==> config.mk <==
export PLATFORM = sky130hd
export DESIGN_NAME = partition_err_sweep
export DESIGN_NICKNAME = d
export VERILOG_FILES = /design/src/rtl/partition_err_sweep_pkg.sv /design/src/rtl/partition_err_sweep_err_metric.sv /design/src/rtl/partition_err_sweep.sv
export SDC_FILE = /design/constraint.sdc
export NUM_CORES = 1
export LEC_CHECK = 0
export CAP_MARGIN = 20
export CORE_MARGIN = 2
export CORE_UTILIZATION = 56
export CTS_BUF_LIST = sky130_fd_sc_hd__clkbuf_16
export DETAILED_ROUTE_END_ITERATION = 8
export GPL_TIMING_DRIVEN = 0
export PLACE_DENSITY = 0.93
export REMOVE_ABC_BUFFERS = 1
export SYNTH_ARGS = -nofsm -noshare
export SYNTH_HDL_FRONTEND = slang
export SYNTH_SLANG_ARGS = --single-unit
==> constraint.sdc <==
create_clock -name clk -period 6 [get_ports clk]
set_clock_uncertainty 0.1 [all_clocks]
set_input_delay 1.2 -clock clk [delete_from_list [all_inputs] [get_ports clk]]
set_output_delay 1.2 -clock clk [all_outputs]
set_load 0.1 [all_outputs]
==> src/rtl/partition_err_sweep_pkg.sv <==
// Shared types and width helpers for the partition error sweep.
//   state_e      : sweep controller states
//   hd_width     : bits needed for one Hamming distance of an n_out-bit word
//   cnt_width    : error-count accumulator width (one more bit than the index)
//   hd_sum_width : Hamming-distance accumulator width
//   ed_sum_width : absolute-difference accumulator width
package partition_err_sweep_pkg;

  typedef enum logic [1:0] {
    ST_IDLE,
    ST_SWEEP,
    ST_DRAIN,
    ST_DONE
  } state_e;

  function automatic int unsigned hd_width(input int unsigned n_out);
    return $clog2(n_out + 1);
  endfunction

  function automatic int unsigned cnt_width(input int unsigned n_in);
    return n_in + 1;
  endfunction

  function automatic int unsigned hd_sum_width(input int unsigned n_in, input int unsigned n_out);
    return n_in + hd_width(n_out);
  endfunction

  function automatic int unsigned ed_sum_width(input int unsigned n_in, input int unsigned n_out);
    return n_in + n_out;
  endfunction

endpackage

==> src/rtl/partition_err_sweep_err_metric.sv <==
// Combinational distance between an exact and an approximate result word.
//   exact_i  : exact result
//   approx_i : approximate result
//   hd_o     : Hamming distance (popcount of exact ^ approx)
//   ed_o     : |exact - approx|, unsigned
//   neq_o    : words differ
module err_metric
  import partition_err_sweep_pkg::*;
#(
  parameter int unsigned W = 4
) (
  input  logic [W-1:0]           exact_i,
  input  logic [W-1:0]           approx_i,
  output logic [hd_width(W)-1:0] hd_o,
  output logic [W-1:0]           ed_o,
  output logic                   neq_o
);

  localparam int unsigned HD_W = hd_width(W);
  typedef logic [HD_W-1:0] hd_t;

  logic [W-1:0] diff;

  always_comb begin
    diff = exact_i ^ approx_i;
    hd_o = '0;
    for (int unsigned i = 0; i < W; i++) begin
      hd_o = hd_o + hd_t'(diff[i]);
    end
    ed_o  = (exact_i >= approx_i) ? (exact_i - approx_i) : (approx_i - exact_i);
    neq_o = |diff;
  end

endmodule

==> src/rtl/partition_err_sweep.sv <==
// Exhaustive error sweep of a factorized partition against its exact sub-block.
// Issues every input pattern once, compares exact_i/approx_i one cycle later
// and accumulates error count, Hamming-distance sum, |difference| sum and the
// maximum |difference|.
//   clk, rst            : clock, synchronous active-high reset
//   start_i             : start a sweep (accepted only in IDLE)
//   hold_i              : stall the sweep while high
//   vec_o, vec_valid_o  : issued pattern and its valid strobe
//   exact_i, approx_i   : results for vec_o, same cycle
//   busy_o, done_o      : sweep in progress / one-cycle completion pulse
//   err_cnt_o, hd_sum_o, ed_sum_o, max_ed_o : accumulated results
module partition_err_sweep
  import partition_err_sweep_pkg::*;
#(
  parameter int unsigned N_IN  = 7,
  parameter int unsigned N_OUT = 4
) (
  input  logic                                  clk,
  input  logic                                  rst,
  input  logic                                  start_i,
  input  logic                                  hold_i,
  output logic [N_IN-1:0]                       vec_o,
  output logic                                  vec_valid_o,
  input  logic [N_OUT-1:0]                      exact_i,
  input  logic [N_OUT-1:0]                      approx_i,
  output logic                                  busy_o,
  output logic                                  done_o,
  output logic [cnt_width(N_IN)-1:0]            err_cnt_o,
  output logic [hd_sum_width(N_IN, N_OUT)-1:0]  hd_sum_o,
  output logic [ed_sum_width(N_IN, N_OUT)-1:0]  ed_sum_o,
  output logic [N_OUT-1:0]                      max_ed_o
);

  localparam int unsigned HD_W  = hd_width(N_OUT);
  localparam int unsigned CNT_W = cnt_width(N_IN);
  localparam int unsigned HDS_W = hd_sum_width(N_IN, N_OUT);
  localparam int unsigned EDS_W = ed_sum_width(N_IN, N_OUT);

  typedef logic [N_IN-1:0]  idx_t;
  typedef logic [CNT_W-1:0] cnt_t;
  typedef logic [HDS_W-1:0] hds_t;
  typedef logic [EDS_W-1:0] eds_t;

  state_e             state_q, state_d;
  idx_t               idx_q, idx_d;
  logic               stg_valid_q, stg_valid_d;
  logic [N_OUT-1:0]   stg_exact_q, stg_exact_d;
  logic [N_OUT-1:0]   stg_approx_q, stg_approx_d;
  cnt_t               err_cnt_q, err_cnt_d;
  hds_t               hd_sum_q, hd_sum_d;
  eds_t               ed_sum_q, ed_sum_d;
  logic [N_OUT-1:0]   max_ed_q, max_ed_d;

  logic [HD_W-1:0]    m_hd;
  logic [N_OUT-1:0]   m_ed;
  logic               m_neq;

  err_metric #(
    .W(N_OUT)
  ) u_err_metric (
    .exact_i  (stg_exact_q),
    .approx_i (stg_approx_q),
    .hd_o     (m_hd),
    .ed_o     (m_ed),
    .neq_o    (m_neq)
  );

  always_comb begin
    state_d      = state_q;
    idx_d        = idx_q;
    stg_valid_d  = 1'b0;
    stg_exact_d  = stg_exact_q;
    stg_approx_d = stg_approx_q;
    err_cnt_d    = err_cnt_q;
    hd_sum_d     = hd_sum_q;
    ed_sum_d     = ed_sum_q;
    max_ed_d     = max_ed_q;
    vec_valid_o  = 1'b0;

    // Accumulate stage runs independently of the controller so the last
    // captured vector is folded in during DRAIN.
    if (stg_valid_q) begin
      err_cnt_d = err_cnt_q + cnt_t'(m_neq);
      hd_sum_d  = hd_sum_q + hds_t'(m_hd);
      ed_sum_d  = ed_sum_q + eds_t'(m_ed);
      if (m_ed > max_ed_q) begin
        max_ed_d = m_ed;
      end
    end

    case (state_q)
      ST_IDLE: begin
        if (start_i) begin
          state_d   = ST_SWEEP;
          idx_d     = '0;
          err_cnt_d = '0;
          hd_sum_d  = '0;
          ed_sum_d  = '0;
          max_ed_d  = '0;
        end
      end
      ST_SWEEP: begin
        if (!hold_i) begin
          vec_valid_o  = 1'b1;
          stg_valid_d  = 1'b1;
          stg_exact_d  = exact_i;
          stg_approx_d = approx_i;
          // Last pattern parks the index instead of wrapping.
          if (idx_q == '1) begin
            state_d = ST_DRAIN;
          end else begin
            idx_d = idx_q + idx_t'(1);
          end
        end
      end
      ST_DRAIN: state_d = ST_DONE;
      ST_DONE:  state_d = ST_IDLE;
      default:  state_d = ST_IDLE;
    endcase
  end

  always_ff @(posedge clk) begin
    if (rst) begin
      state_q      <= ST_IDLE;
      idx_q        <= '0;
      stg_valid_q  <= 1'b0;
      stg_exact_q  <= '0;
      stg_approx_q <= '0;
      err_cnt_q    <= '0;
      hd_sum_q     <= '0;
      ed_sum_q     <= '0;
      max_ed_q     <= '0;
    end else begin
      state_q      <= state_d;
      idx_q        <= idx_d;
      stg_valid_q  <= stg_valid_d;
      stg_exact_q  <= stg_exact_d;
      stg_approx_q <= stg_approx_d;
      err_cnt_q    <= err_cnt_d;
      hd_sum_q     <= hd_sum_d;
      ed_sum_q     <= ed_sum_d;
      max_ed_q     <= max_ed_d;
    end
  end

  assign vec_o     = idx_q;
  assign busy_o    = (state_q == ST_SWEEP) || (state_q == ST_DRAIN);
  assign done_o    = (state_q == ST_DONE);
  assign err_cnt_o = err_cnt_q;
  assign hd_sum_o  = hd_sum_q;
  assign ed_sum_o  = ed_sum_q;
  assign max_ed_o  = max_ed_q;

endmodule

---- Yosys cells after proc, flatten, opt, wreduce, memory -nomap -nowiden ----
Index checks and enable logic that the tools add are counted.
storage, ports and cells
  register bits ........................... 51
  bits of input ports ..................... 12
  output and inout bits ................... 43
  word-level logic and storage cells ...... 61
operators by class
  add/subtract/negate cells ............... 9
  magnitude comparators ................... 2
  eq/ne operators ......................... 8
  multiplexer cells ....................... 24
  bitwise logic cells ..................... 2
  reductions and logical operators ........ 7
operators by type and width
  cell                                                           number
  11-bit two-way mux                                             3
  10-bit two-way mux                                             3
  8-bit two-way mux                                              3
  7-bit two-way mux                                              3
  4-bit two-way mux                                              5
  7-bit one-hot mux with 2 select lines                          1
  11-bit by 4-bit adder with 11-bit output                       1
  10-bit by 3-bit adder with 10-bit output                       1
  8-bit by 1-bit adder with 8-bit output                         1
  2-bit != test, second input constant                           4
  2-bit one-hot mux with 4 select lines                          1
  4-bit subtractor                                               2
  7-bit by 1-bit adder with 7-bit output, second input constant  1
  7-bit equality test, second input constant                     1
  3-bit by 1-bit adder with 3-bit output                         2
  2-bit two-way mux                                              3
  2-bit equality test, second input constant                     2
  4-bit >= comparator                                            1
  4-bit > comparator                                             1
  4-bit AND reduction                                            1
  4-bit OR reduction                                             1
  4-bit XOR                                                      1
  3-bit AND reduction                                            1
  1-bit by 1-bit adder with 2-bit output                         1
  other kinds (7)                                                8

---- Longest topological paths before layout ----
Gate-level depths: netlist (run 1).
  depth after elaboration ................. 8
  depth in mapped cells ................... 15
  depth with buffers taken out ............ 15

---- Modules after synthesis ----
From an unflattened synthesis (run 1), not the netlist that was laid out.
second synthesis, totals
  cell total of the unflattened synthesis .. 330
  area total of the unflattened synthesis .. 2,862.7 µm²
by module, submodules not included
  module               instances  cells each  area an instance (µm²)  sequential area each (µm²)
  partition_err_sweep  1          284         2,482.4                 1,021.0
  err_metric           1          46          380.4                   0.0

---- Worst setup path before layout (run 1) ----
Ideal clock, no wire load.
  path type ............................... input port to output port
  start ................................... in hold_i
  end ..................................... out vec_valid_o
  arrival time ............................ 1,973 ps
  path slack .............................. 2,727 ps
  stages .................................. 3
  buffers on the path ..................... 1
  cells stage by stage .................... or2b_1 buf_2 inv_2
between the ends
  cells in the longest elaborated chain, start to end .. 2
RTL lines
  item               RTL line                    text
  from (decl)        partition_err_sweep.sv:21   input logic hold_i,
  1-bit two-way mux  partition_err_sweep.sv:103  if (!hold_i) begin
  1-bit two-way mux  partition_err_sweep.sv:91   case (state_q)
  to (decl)          partition_err_sweep.sv:23   output logic vec_valid_o,
Every way passes these cells.

---- Worst setup path after layout (run 1) ----
Same ends and word-level chain as after synthesis.

==> impl_metrics.tcl, run 1 <==
set metrics [dict create \
    cts_hold_buf 0 \
    worstSetupPathType "input pin to output pin" \
    drt-wirelength-per-cell_um 12.9 \
    cts_tree "built" \
    first_global_vias 2240 \
    synth_flop_cell "dfxtp_1" \
    rsz0062_at_grt "false" \
    grtUsageTotal 0.218 \
    cts-htree-levels 2 \
    tightest_slew_ns 0.996 \
    cp_max_fo 10 \
    slew_headroom 0.334 \
    fmax_mhz 213 \
    syn_area_um2 2810 \
    power_density_nw_per_um2 339 \
    dp_hpwl_um 4200 \
    synth_cell_types 45 \
    grt_pass1_wl_um 9580 \
    core_area_um2 4790 \
    die_area_um2 5590 \
    min_period_ns 4.68 \
    yosysSeqAreaShare 0.364 \
    place.gp.congestion 0.809 \
    worstPathArrival_ns 3.38 \
    synth_area_leader_cell "dfxtp_1" \
    maxCapViolCount 0 \
    avgViaCountPerCell 5.38 \
    antenna_found_initial 0 \
    die_x_um 74.8 \
    end_kind "output pin" \
    rr_startpoint "stg_exact_q[0]$_SDFFE_PP0P_" \
    route.detailed.drc 0 \
    drt_iter0_markers 66 \
    synthAdderAreaFrac 0.165 \
    synth_top_family_by_area "simple AND/OR/NAND/NOR gates" \
    yosys.area_share.simple 0.179 \
    min_delay_path_depth 2 \
    wl_met2_um 2860 \
    setup_tns_ns 0 \
    worstHoldEndpoint "stg_exact_q[3]$_SDFFE_PP0P_" \
    gr-total-overflow 0 \
    post_cts_resized 0 \
    cts_made_buffers 5 \
    hp-class "flip-flop to flip-flop" \
    synth_top_area_share 0.364 \
    final_util 0.750 \
    synth_compound_gate_area_share 0.139 \
    drv_slew 0 \
    synthMuxAreaShare 0.0468 \
    nNetsFinal 419 \
    port_buffers 54 \
    via_count 2369 \
    final_cell_mix "54 x clkdlybuf4s50_1, 51 x dfxtp_1, 36 x nor2_1" \
    cts_setup_buffers 0 \
    initial_core_util 0.586 \
    dr.pass1.iters 4 \
    layout-drive-gt1-share 0.0349 \
    hp-start "stg_exact_q[3]$_SDFFE_PP0P_" \
    regToRegSetupSlack_ns 2.72 \
    cts.clk_slew.worst_paths_ns 0.06 \
    yosysWarnings 0 \
    routed_wl_um 5670 \
    worstPathRequired_ns 4.70 \
    p_leak_nw 1.43 \
    rr_worst_depth 13 \
    cts_root_buffer "clkbuf_16" \
    irDropWorstVdd_uv 520 \
    drtAntennaViolNets 0 \
    status "finished, final reports clean" \
    ios 55 \
    synth.area.top_cells "dfxtp_1 36%, ha_1 13%, a21oi_1 4.8%" \
    avgSynthCellArea_um2 8.83 \
    synth-seq-cells 51 \
    finalSetupViolCount 0 \
    num_rows 25 \
    synthCells 318 \
    wl_met3_um 247 \
    critPathLaunchType "input pin" \
    mostFrequentLayoutCell "clkdlybuf4s50_1" \
    syn_to_final_growth_pct 27.9 \
    async_flop_share 0 \
    clockBufferDepth 2 \
    synthXorXnorAreaFrac 0.0655 \
    antennaDiodeCount 0 \
    cts.sinks 51 \
    clkLatencyLatePin_ns 0.29 \
    die_height_um 74.8 \
    synth-edff-count 0 \
    period_share 0.781 \
    hold_viol_final 0 \
    dr.max_layer_used "met4" \
    grt_max_degree 33 \
    wl_met1_um 2460 \
    timing.rr.end "max_ed_o[1]$_SDFF_PP0_" \
]
==> synth_stat cells (2+ instances only) <==
| cell | instances |
|---|---|
| a31oi_1 | 2 |
| nand2_1 | 33 |
| a21o_1 | 3 |
| a21oi_1 | 27 |
| nor2b_1 | 5 |
| o21ai_0 | 10 |
| xor2_1 | 13 |
| nor3b_1 | 2 |
| nand4b_1 | 2 |
| or3_1 | 5 |
| clkbuf_1 | 2 |
| nand3_1 | 8 |
| dfxtp_1 | 51 |
| inv_1 | 22 |
| nand4_1 | 6 |
| and3_1 | 2 |
| buf_2 | 2 |
| o21bai_1 | 2 |
| buf_1 | 3 |
| fa_1 | 5 |
| o211ai_1 | 3 |
| xnor2_1 | 8 |
| nor2_1 | 36 |
| mux2i_1 | 12 |
| ha_1 | 29 |
| a211oi_1 | 4 |
| o31ai_1 | 3 |
==> power by group <==
part	switching [mW]	internal, mW
combinational	0.341	0.182
clock	0.117	0.193
sequential	0.0235	0.358
==> routing by layer <==
metal | GRT usage | up-vias
met2 | 0.399 | 59
li1 | - | 1199
met4 | 0.0873 | 0
met1 | 0.254 | 1100
met3 | 0.0348 | 11
met5 | 0 | -
==> logic make-up (layout without fill, tap and decap cells) <==
| kind of cell | count (synthesis) | after routing |
|---|---|---|
| compound gates | 63 | 63 |
| xor+xnor | 21 | 21 |
| fa+ha+maj | 34 | 34 |
| buf+inv | 30 | 85 |
| flops | 51 | 51 |
| mux | 13 | 13 |
| simple gates | 106 | 106 |
==> stage by stage <==
stage          area [µm²]  setup WS [ns]  hold slack [ns]  instances  total power, mW
2_1_floorplan        2780           2.75            0.330        311            0.778
3_3_place_gp         3400           1.33            0.345        432            0.860
3_5_place_dp         3400           1.33            0.353        432            0.890
4_1_cts              3560           1.32            0.363        439             1.20
5_1_grt              3590           1.25            0.388        440             1.29
6_report             3590           1.32            0.361        440             1.21
==> how the worst max path moves through the flow <==
stage	startpoint	end	slack [ns]	cells past startpoint
finish	hold_i	vec_valid_o	1.32	4
detailed placement	hold_i	vec_valid_o	1.33	4
global placement	hold_i	vec_valid_o	1.33	4
floorplan	hold_i	vec_valid_o	2.75	2
global route	hold_i	vec_valid_o	1.25	4
CTS	hold_i	vec_valid_o	1.32	4
==> worst max-delay path, cell delays in order <==
cell	delay, ns
clkdlybuf4s50_1	0.43
or2b_1	0.37
inv_2	0.21
clkdlybuf4s50_1	1.16
==> sequential cells by signal, indices dropped and copies added, names as in the netlist <==
register / count
ed_sum_o: 11
err_cnt_o: 8
stg_exact_q: 4
stg_valid_q: 1
stg_approx_q: 4
vec_o: 7
max_ed_o: 4
hd_sum_o: 10
state_q: 2
==> area by class of cell <==
cell class	instances	area, µm²
multi-input cells	237	1670
fillers	340	1200
flip-flops and latches	51	1020
repair buffers	55	568
clock buffers	5	125
inverters	23	86.3
well taps	67	83.8
clock inverters	2	33.8
(Power assumes the default switching activity.)
==> run 2, diff against run 1 <==
--- a/config.mk
+++ b/config.mk
@@ -7,11 +7,11 @@
 export LEC_CHECK = 0
 export CAP_MARGIN = 20
 export CORE_MARGIN = 2
-export CORE_UTILIZATION = 56
+export CORE_UTILIZATION = 52
 export CTS_BUF_LIST = sky130_fd_sc_hd__clkbuf_16
 export DETAILED_ROUTE_END_ITERATION = 8
 export GPL_TIMING_DRIVEN = 0
-export PLACE_DENSITY = 0.93
+export PLACE_DENSITY = 0.87
 export REMOVE_ABC_BUFFERS = 1
 export SYNTH_ARGS = -nofsm -noshare
 export SYNTH_HDL_FRONTEND = slang
==> constraint.sdc (replaced) <==
create_clock -name clk -period 4.9 [get_ports clk]
set_clock_uncertainty 0.1 [all_clocks]
set_input_delay 0.98 -clock clk [delete_from_list [all_inputs] [get_ports clk]]
set_output_delay 0.98 -clock clk [all_outputs]
set_load 0.1 [all_outputs]
==> impl_metrics.tcl, run 2 (synthesis results as in run 1) <==
set metrics [dict create \
    status "finished, final reports clean" \
    dr.pass1.iters 4 \
    first_global_vias 2175 \
    layout-drive-gt1-share 0.0374 \
    cts_setup_buffers 0 \
    setup_tns_ns 0 \
    cts_hold_buf 0 \
    place.gp.congestion 0.819 \
    min_period_ns 4.23 \
    period_share 0.864 \
    clkPwrFrac 0.281 \
    grt_pass1_wl_um 9420 \
    p_leak_nw 1.45 \
    clockBufferDepth 2 \
    finalNonFillerCells 444 \
    p_sw_mw 0.588 \
    drt_iter0_markers 82 \
    critPathLaunchType "input pin" \
    stdcell_area_um2 3620 \
    fmax_mhz 236 \
    seqPwrFrac 0.303 \
    holdWs_ns 0.361 \
    switching_share 0.382 \
    num_rows 26 \
    maxCapViolCount 0 \
    cts_root_buffer "clkbuf_16" \
    end_kind "output pin" \
    die_area_um2 6000 \
    cp_max_fo 10 \
    via_count 2390 \
    cts_made_buffers 5 \
    hp-class "flip-flop to flip-flop" \
    hold_viol_final 0 \
    grtUsageTotal 0.190 \
    core_area_um2 5170 \
    port_buffers 54 \
    rsz0062_at_grt "false" \
    clkLatencyLatePin_ns 0.29 \
    antennaDiodeCount 0 \
    worstSetupPathType "input pin to output pin" \
    power_density_nw_per_um2 426 \
    setup_slack_ns 0.666 \
    routed_wl_um 5580 \
    post-place-ws_ns 0.661 \
    mostFrequentLayoutCell "clkdlybuf4s50_1" \
    cts_tree "built" \
    cts.clk_slew.worst_paths_ns 0.06 \
    cts.sinks 51 \
    drt-wirelength-per-cell_um 12.6 \
    die_x_um 77.5 \
    cts-htree-levels 2 \
    ios 55 \
    route.detailed.drc 0 \
    dp_hpwl_um 4150 \
    worstPathArrival_ns 3.15 \
    total_power_mw 1.54 \
    dpl.cell_count 435 \
    p_comb_frac 0.416 \
    irDropWorstVdd_uv 537 \
    tightest_slew_ns 0.994 \
    avgViaCountPerCell 5.38 \
    post_cts_resized 0 \
    final_util 0.700 \
    finalSetupViolCount 0 \
    grt_max_degree 33 \
    largest_register_ffs 11 \
    internal_power_mw 0.953 \
    die_height_um 77.5 \
    drtAntennaViolNets 0 \
    dpl_cell_area_um2 3410 \
    antenna_found_initial 0 \
    drv_slew 0 \
    initial_core_util 0.543 \
    final_cell_mix "54 x clkdlybuf4s50_1, 51 x dfxtp_1, 36 x nor2_1" \
    slew_headroom 0.335 \
    nNetsFinal 419 \
    worstPathRequired_ns 3.82 \
    gr-total-overflow 0 \
    syn_to_final_growth_pct 29.1 \
]
-- run 2: cell types whose count changed in the layout (fill, tap and decap cells not counted) --
cell       change
bufinv_16      +1
-- run 2: layout make-up --
type | count | area [µm²]
Timing Repair Buffer | 55 | 568
Clock inverter | 3 | 63.8
Sequential cell | 51 | 1020
Fill cell | 389 | 1550
Clock buffer | 5 | 125
Multi-Input combinational cell | 237 | 1670
Tap cell | 70 | 87.6
Inverter | 23 | 86.3
-- run 2: power by group through the flow --
stage / Combinational, mW / Sequential [mW] / Clock, mW
global placement: 0.581 / 0.475 / 0
floorplan: 0.439 / 0.514 / 0
global route: 0.698 / 0.471 / 0.462
finish: 0.642 / 0.467 / 0.433
CTS: 0.623 / 0.468 / 0.440
detailed placement: 0.610 / 0.477 / 0
-- run 2: routing by layer --
| metal | global-route usage | vias up | part of all wire |
|---|---|---|---|
| li1 | - | 1210 | - |
| met1 | 0.226 | 1107 | 0.44 |
| met2 | 0.346 | 63 | 0.51 |
| met3 | 0.0395 | 10 | 0.041 |
| met4 | 0.0500 | 0 | 0.016 |
| met5 | 0 | - | 0 |
-- run 2: path summary, 6_finish.rpt --
path,slack (ns),cells past startpoint,startpoint,endpoint
hold / removal,0.36,2,stg_approx_q[3]$_SDFFE_PP0P_,stg_approx_q[3]$_SDFFE_PP0P_
setup / recovery,0.67,4,hold_i,vec_valid_o
hold reg to reg,0.36,2,stg_approx_q[3]$_SDFFE_PP0P_,stg_approx_q[3]$_SDFFE_PP0P_
setup reg to reg,1.61,13,stg_exact_q[0]$_SDFFE_PP0P_,max_ed_o[0]$_SDFF_PP0_
-- run 2: worst max-delay path: stages --
cell and delay (ns):
clkdlybuf4s50_1 0.44, or2b_1 0.36, inv_2 0.20, clkdlybuf4s50_1 1.16
